`src/rtl/nibble_serial_addsub_if.sv`:
```
// Operand/result handshake bundle for the nibble-serial add/sub unit.
// master = operand source and result consumer, slave = the arithmetic unit.
interface nibble_serial_addsub_if #(
    parameter int unsigned NIBBLES = 4
);
    localparam int unsigned WIDTH = 4 * NIBBLES;

    logic             in_valid;
    logic             in_ready;
    logic             op_sub;
    logic [WIDTH-1:0] A;
    logic [WIDTH-1:0] B;
    logic             out_valid;
    logic             out_ready;
    logic [WIDTH-1:0] RESULT;
    logic             Cout;
    logic             OVF;

    modport master (
        output in_valid, op_sub, A, B, out_ready,
        input  in_ready, out_valid, RESULT, Cout, OVF
    );

    modport slave (
        input  in_valid, op_sub, A, B, out_ready,
        output in_ready, out_valid, RESULT, Cout, OVF
    );
endinterface

```
`src/rtl/nibble_serial_addsub.sv`:
```
// Multi-cycle WIDTH-bit add/subtract: one 4-bit ripple-carry slice per clock, LSB first,
// with a registered carry between slices. Subtract runs as A + ~B + 1.
module nibble_serial_addsub #(
    parameter int unsigned NIBBLES = 4
) (
    input  logic                    clk,
    input  logic                    rst_n,
    nibble_serial_addsub_if.slave   bus
);
    localparam int unsigned WIDTH = 4 * NIBBLES;
    localparam int unsigned IDXW  = (NIBBLES > 1) ? $clog2(NIBBLES) : 1;
    localparam logic [IDXW-1:0] LAST = IDXW'(NIBBLES - 1);

    typedef enum logic [1:0] {IDLE, RUN, DONE} state_t;

    state_t           state;
    logic [WIDTH-1:0] a_lat;
    logic [WIDTH-1:0] b_lat;
    logic             sub_lat;
    logic             c;
    logic [IDXW-1:0]  idx;
    logic [WIDTH-1:0] result;
    logic             cout;
    logic             ovf;
    logic             in_ready;
    logic             out_valid;

    logic [IDXW+1:0]  base;
    logic [3:0]       a_nib;
    logic [3:0]       b_eff;
    logic [3:0]       sum_c;
    logic             cout_c;
    logic             carry;

    // Current slice operands and the 4-bit ripple-carry core
    always_comb begin
        base   = {idx, 2'b00};
        a_nib  = a_lat[base +: 4];
        b_eff  = b_lat[base +: 4] ^ {4{sub_lat}};
        sum_c  = '0;
        carry  = c;
        for (int i = 0; i < 4; i++) begin
            sum_c[i] = a_nib[i] ^ b_eff[i] ^ carry;
            carry    = (a_nib[i] & b_eff[i]) | (carry & (a_nib[i] ^ b_eff[i]));
        end
        cout_c = carry;
    end

    always_ff @(posedge clk or negedge rst_n) begin
        if (!rst_n) begin
            state     <= IDLE;
            a_lat     <= '0;
            b_lat     <= '0;
            sub_lat   <= 1'b0;
            c         <= 1'b0;
            idx       <= '0;
            result    <= '0;
            cout      <= 1'b0;
            ovf       <= 1'b0;
            in_ready  <= 1'b1;
            out_valid <= 1'b0;
        end else begin
            case (state)
                IDLE: begin
                    if (bus.in_valid) begin
                        a_lat    <= bus.A;
                        b_lat    <= bus.B;
                        sub_lat  <= bus.op_sub;
                        c        <= bus.op_sub;
                        idx      <= '0;
                        in_ready <= 1'b0;
                        state    <= RUN;
                    end
                end
                RUN: begin
                    result[base +: 4] <= sum_c;
                    c                 <= cout_c;
                    idx               <= idx + 1'b1;
                    if (idx == LAST) begin
                        // Overflow judged on the effective (already inverted) top-slice inputs
                        cout      <= cout_c;
                        ovf       <= (a_nib[3] == b_eff[3]) && (sum_c[3] != a_nib[3]);
                        idx       <= '0;
                        out_valid <= 1'b1;
                        state     <= DONE;
                    end
                end
                DONE: begin
                    if (bus.out_ready) begin
                        out_valid <= 1'b0;
                        in_ready  <= 1'b1;
                        state     <= IDLE;
                    end
                end
                default: state <= IDLE;
            endcase
        end
    end

    assign bus.in_ready  = in_ready;
    assign bus.out_valid = out_valid;
    assign bus.RESULT    = result;
    assign bus.Cout      = cout;
    assign bus.OVF       = ovf;
endmodule

```
`src/flat_wrapper.sv`:
```
// flat-port wrapper written by rule: the top's interface ports become plain ports
module nibble_serial_addsub_flat 
#(
    parameter int unsigned NIBBLES = 4
)
  (clk, rst_n, bus_in_valid, bus_op_sub, bus_A, bus_B, bus_out_ready, bus_in_ready, bus_out_valid, bus_RESULT, bus_Cout, bus_OVF);
  nibble_serial_addsub_if #(.NIBBLES(NIBBLES)) bus_i ();
  input  logic clk;
  input  logic rst_n;
  input wire logic [$bits(bus_i.in_valid)-1:0] bus_in_valid;
  input wire logic [$bits(bus_i.op_sub)-1:0] bus_op_sub;
  input wire logic [$bits(bus_i.A)-1:0] bus_A;
  input wire logic [$bits(bus_i.B)-1:0] bus_B;
  input wire logic [$bits(bus_i.out_ready)-1:0] bus_out_ready;
  output wire logic [$bits(bus_i.in_ready)-1:0] bus_in_ready;
  output wire logic [$bits(bus_i.out_valid)-1:0] bus_out_valid;
  output wire logic [$bits(bus_i.RESULT)-1:0] bus_RESULT;
  output wire logic [$bits(bus_i.Cout)-1:0] bus_Cout;
  output wire logic [$bits(bus_i.OVF)-1:0] bus_OVF;
  assign bus_i.in_valid = bus_in_valid;
  assign bus_i.op_sub = bus_op_sub;
  assign bus_i.A = bus_A;
  assign bus_i.B = bus_B;
  assign bus_i.out_ready = bus_out_ready;
  assign bus_in_ready = bus_i.in_ready;
  assign bus_out_valid = bus_i.out_valid;
  assign bus_RESULT = bus_i.RESULT;
  assign bus_Cout = bus_i.Cout;
  assign bus_OVF = bus_i.OVF;
  nibble_serial_addsub #(.NIBBLES(NIBBLES)) u_core (.clk(clk), .rst_n(rst_n), .bus(bus_i));
endmodule
```
`config.mk`:
```
export PLATFORM = sky130hd
export DESIGN_NAME = nibble_serial_addsub_flat
export DESIGN_NICKNAME = d
export VERILOG_FILES = /design/src/rtl/nibble_serial_addsub_if.sv /design/src/rtl/nibble_serial_addsub.sv /design/src/flat_wrapper.sv
export SDC_FILE = /design/constraint.sdc
export NUM_CORES = 1
export LEC_CHECK = 0
export BUFFER_PORTS_ARGS = -buffer_cell sky130_fd_sc_hd__buf_2
export CAP_MARGIN = 20
export CORE_MARGIN = 2
export CORE_UTILIZATION = 54
export CTS_CLUSTER_SIZE = 16
export DETAILED_ROUTE_END_ITERATION = 8
export GPL_TIMING_DRIVEN = 0
export PLACE_DENSITY = 0.79
export SLEW_MARGIN = 10
export SYNTH_ARGS = -nofsm -noshare
export SYNTH_HDL_FRONTEND = slang
export SYNTH_SLANG_ARGS = --single-unit
```
`constraint.sdc`:
```
create_clock -name clk -period 3.6 [get_ports clk]
set_input_delay 0.72 -clock clk [delete_from_list [all_inputs] [get_ports clk]]
set_output_delay 0.72 -clock clk [all_outputs]
set_load 0.02 [all_outputs]
```
# Word level (Yosys, flattened, before mapping)
# Cells that the tools add are included.
# word_totals
reg_bits,58
in_bits,37
output_inout_bits,20
word_cells,73
# classes
addsub,2
eq_ne,8
n_shift,4
mux,16
bitwise_logic,21
n_reduce_logical,11
# ops
op,n
indexed part select 16 x 5 -> 4 bit,2
bitwise mux 16 bit,1
variable shift 4 x 6 -> 16 bit (first input constant),1
indexed part select 4 x 6 -> 16 bit,1
2-to-1 mux 2 bit,5
AND reduction 3 bit,3
bitwise AND 1 bit,8
bitwise XOR 1 bit,8
negator 4 -> 6 bit,1
one-hot mux 1 bit (2 select lines),3
one-hot mux 2 bit (3 select lines),1
AND reduction 2 bit,3
nonzero test 2 bit,3
2-to-1 mux 1 bit,5
equality test 2 bit (second input constant),2
!= test 2 bit (second input constant),2
bitwise OR 1 bit,4
one-hot mux 2 bit (2 select lines),1
bitwise XOR 4 bit,1
adder 2 x 1 -> 2 bit (second input constant),1
equality test 2 x 1 -> 1 bit (second input constant),1
logical NOT 2 bit,1
!= test 2 x 1 -> 1 bit (second input constant),1
equality test 1 bit,1
other kinds (2),2

# Longest topological paths before layout
# depth
word_depth,12
depth_mapped,10
ltp_nobuf,9

# Least setup slack after synthesis
# OpenSTA, ideal clock, no wires.
# synth_timing
path_type,reg2reg
start,reg u_core.idx[0]
end,reg u_core.ovf (netlist: u_core.bus.OVF)
setup_time_ps,92
arrival_ps,3178
required_ps,3508
slack_ps,330
stages_incl_launch_ff,11
period_less_slack_ps,3270
cell_sequence,dfrtp_1 -> buf_4 -> mux4_2 -> xor2_1 -> fa_1 -> inv_1 -> fa_1 -> fa_1 -> fa_1 -> xor2_1 -> o31ai_2
# synth_via
elab_chain_len,12
elab_cells_between_ends,22
# synth_lines
item,line,rtl
from (decl),nibble_serial_addsub.sv:21,logic [IDXW-1:0] idx;
from (signal assigned),nibble_serial_addsub.sv:78,idx <= idx + 1'b1;
indexed part select 16 x 5 -> 4 bit,nibble_serial_addsub.sv:39,b_eff = b_lat[base +: 4] ^ {4{sub_lat}};
bitwise XOR 4 bit,nibble_serial_addsub.sv:39,
bitwise XOR 1 bit,nibble_serial_addsub.sv:44,carry = (a_nib[i] & b_eff[i]) | (carry & (a_nib[i] ^ b_eff[i]));
bitwise AND 1 bit,nibble_serial_addsub.sv:44,
bitwise OR 1 bit,nibble_serial_addsub.sv:44,
bitwise AND 1 bit,nibble_serial_addsub.sv:44,
bitwise OR 1 bit,nibble_serial_addsub.sv:44,
bitwise AND 1 bit,nibble_serial_addsub.sv:44,
bitwise OR 1 bit,nibble_serial_addsub.sv:44,
bitwise XOR 1 bit,nibble_serial_addsub.sv:43,sum_c[i] = a_nib[i] ^ b_eff[i] ^ carry;
!= test 1 bit,nibble_serial_addsub.sv:82,ovf <= (a_nib[3] == b_eff[3]) && (sum_c[3] != a_nib[3]);
logical AND 1 bit,nibble_serial_addsub.sv:82,
to (signal assigned),nibble_serial_addsub.sv:82,
to (decl),nibble_serial_addsub.sv:24,logic ovf;
# Parallel ways exist; a longest one is shown, timed or not.
# A chain may end at the register's enable or synchronous reset.

# Worst setup path in the final report
# Ends and elaborated chain as after synthesis.

==> results by group <==
Run status
  • Status: finished clean

Layout
  • Area of the multi-input gates: 1170 sq um
  • Share of layout cells above drive strength 1: 0.498
  • Fill cells: 372
  • ANT cells: 0
  • Synthesis-to-layout area growth: 22.3%
  • Nets: 312
  • Final Cell Area: 3320 sq um
  • Register Area: 1450 sq um
  • Final core utilization: 0.693

Yosys
  • Ys flop type: dfrtp_1
  • Synth unique cells: 32
  • Avg Inst Size Synth: 14.0 sq um
  • Share of the synthesized area in the top cell type: 0.526
  • Area contributors post-synth: dfrtp_1, mux2_2, mux4_2, ha_1, fa_1
  • Syn_nets: 242
  • Async SR Flop Fraction: 1.00
  • Top-count cell post-synth: dfrtp_1
  • Cell taking the most area after synthesis: dfrtp_1
  • Post-synth top cells: dfrtp_1, mux2_2, nand2_1, inv_1, o2bb2ai_1
  • Synth warn: 0
  • Register bit total from synthesis: 58
  • Seq/Total Area, Yosys: 0.535
  • Netlist Area Pre-Place: 2710 sq um
  • EDFF count, synth: 0
  • Synthesized instance count: 194

Setup path
  • Max stage delay on crit path: 0.62 ns
  • Cell mode on critical path: fa_1
  • Worst Path Max Fanout: 10
  • WP data required: 3.82 ns
  • Worst setup SP type: flip-flop
  • Critical path class: reg2reg
  • Cell Chain, Critical Path: buf_6, mux4_2, xor2_1, fa_1, inv_1, fa_1, fa_1, fa_2, xor2_1, o31ai_2
  • CP arrival: 3.56 ns
  • Slowest library cell on the worst path: fa_2
  • Endpoint type of the worst setup path: flip-flop

Floorplanning
  • Core ar.: 4790 sq um
  • # IOs: 57
  • Initial core utilization: 0.567
  • Die Wd: 74.9 um
  • Die height: 74.9 um
  • Num rows: 25
  • Total die area: 5610 sq um

Detailed routing
  • Iteration-0 DRC Markers: 73
  • DRT antenna net count: 0
  • Vias per cell: 5.19
  • Vias: 1743
  • WL/cell: 15.2 um
  • Residual DRC: 0
  • Router iterations before antenna repair: 4
  • Routed WL: 5110 um

Power and ir drop
  • Internal power: 2200 uW
  • Leakage power total: 0.00159 uW
  • Switch share: 0.396
  • Max VDD drop: 624 uV
  • Total Power: 3640 uW
  • Clk pwr share: 0.164
  • Pwr/cell area: 1100 nW/um^2
  • Psw: 1440 uW
  • Seq pwr share: 0.307
  • Logic pwr share: 0.530

STA
  • Number of setup violations in the final report: 0
  • Setup Skew: 0.00654 ns
  • Worst setup margin: 0.256 ns
  • Period utilisation layout: 0.929
  • Final hold vios: 0
  • Worst Tran Pin Value: 0.577 ns
  • Final min period: 3.34 ns
  • Fmax: 299 MHz
  • RSZ-0062 raised after global routing: no
  • Relative slew slack: 0.615
  • Max-slew violation total from the final report: 0
  • Final hold slack: 0.381 ns

Global routing
  • First-pass GRT wire length: 8370 um
  • Grt ovf: 0
  • Total global-route track usage: 0.209
  • Largest net degree at the start of global routing: 35
  • Antenna violations before repair: 0
  • Vias in the first global route: 1815

Clock tree
  • CTS buffer count: 9
  • H-tree depth: 3
  • Maximum clock path buffer count: 2
  • Register clock-pin slew on the reported worst setup and hold paths: 0.06 ns
  • CTS tree: done
  • Hold_buf cts: 0
  • Clock root cell: clkbuf_8
  • CTS Sinks: 58
  • Clock latency at the later pin of the worst-skew pair: 0.33 ns

Placed design
  • IO buf count: 56
  • Dpl cell area: 3100 sq um
  • Hpwl dp: 3820 um
  • Routability Congestion: 0.824
  • Place WS: -0.0463 ns

Hold path
  • Min-Delay Path Class: in2async

Flow run
  • Maxcap violations: 0
==> worst max-delay path, delay by kind of cell (launching register included) <==
kind,cells,cell delay [ns]
flops,1,0.39
fa+ha+maj,4,1.60
compound gates,1,0.07
xor+xnor,2,0.39
mux,1,0.54
buf+inv,2,0.22
==> flip-flops by register name (all words and copies together) (netlist names), 2 cells and up <==
name and flops:
u_core.bus.RESULT 16, u_core.state 2, u_core.b_lat 16, u_core.a_lat 16, u_core.idx 2
==> logic make-up (layout without fill, tap and decap cells) <==
logic type      count (synthesis)  count (layout)  synth area share
flops                          58              58             0.535
mux                            41              41             0.205
simple gates                   31              31            0.0692
compound gates                 29              29            0.0788
buf+inv                        19              94            0.0341
fa+ha+maj                      11              11            0.0618
xor+xnor                        5               5            0.0161
==> stage by stage <==
stage | cells | setup TNS (ns)
global route | 336 | 0
CTS | 334 | 0
finish | 336 | 0
detailed placement | 318 | -0.0463
floorplan | 194 | 0
global placement | 317 | 0
==> area by class of cell <==
type | instances | area share
flip-flops and latches | 58 | 0.438
multi-input cells | 117 | 0.353
repair buffers | 59 | 0.0950
clock buffers | 14 | 0.0490
well taps | 67 | 0.0253
plain buffers | 9 | 0.0177
inverters | 10 | 0.0113
clock inverters | 2 | 0.0106
==> cells in the final DEF (no fill, tap or decap), drive strengths merged <==
cell type / n
clkinv: 1
o31ai: 2
mux2: 33
bufinv: 1
dfstp: 1
nand2: 14
clkbuf: 15
buf: 67
xnor2: 2
a21oi: 6
nand2b: 2
nand4: 2
ha: 7
or4: 1
xor2: 3
mux4: 8
o2bb2ai: 8
dfrtp: 57
nor2b: 2
o221a: 1
fa: 4
nor2: 6
nand3b: 3
inv: 10
a22o: 2
or4b: 1
o21ai: 10
==> final timing paths <==
check                                           start                    end  slack (ns)  depth (start not counted)
worst max register to register          u_core.idx[0]         u_core.bus.OVF        0.26                         10
worst min-delay path                            rst_n   u_core.bus.RESULT[0]        0.38                          1
min in group clk                u_core.bus.RESULT[14]  u_core.bus.RESULT[14]        0.47                          2
max in group asynchronous                       rst_n        u_core.a_lat[4]        2.64                          2
worst max-delay path                    u_core.idx[0]         u_core.bus.OVF        0.26                         10
worst min register to register  u_core.bus.RESULT[14]  u_core.bus.RESULT[14]        0.47                          2
==> what timing repair did <==
action                                  CTS  global route
hold endpoints to repair                  0             0
setup buffers                             0             2
endpoints found under the setup margin    1             1
resized for setup                         1             2
==> metal layers <==
| metal | vias up | global-route usage | wire length (um) |
|---|---|---|---|
| met4 | 0 | 0.105 | 86 |
| met3 | 11 | 0.0562 | 310 |
| met2 | 49 | 0.340 | 2500 |
| met1 | 848 | 0.258 | 2210 |
| met5 | - | 0 | 0 |
| li1 | 835 | - | - |
==> power by group through the flow <==
stage | Sequential, uW | Combinational (uW) | Clock, uW
after detailed placement | 1140 | 1900 | 0
final | 1120 | 1930 | 597
after global placement | 1110 | 1870 | 0
after floorplan | 1180 | 1340 | 0
after CTS | 1130 | 1910 | 605
after global routing | 1150 | 2130 | 632
Note: power is estimated with default switching activity, not from simulation.
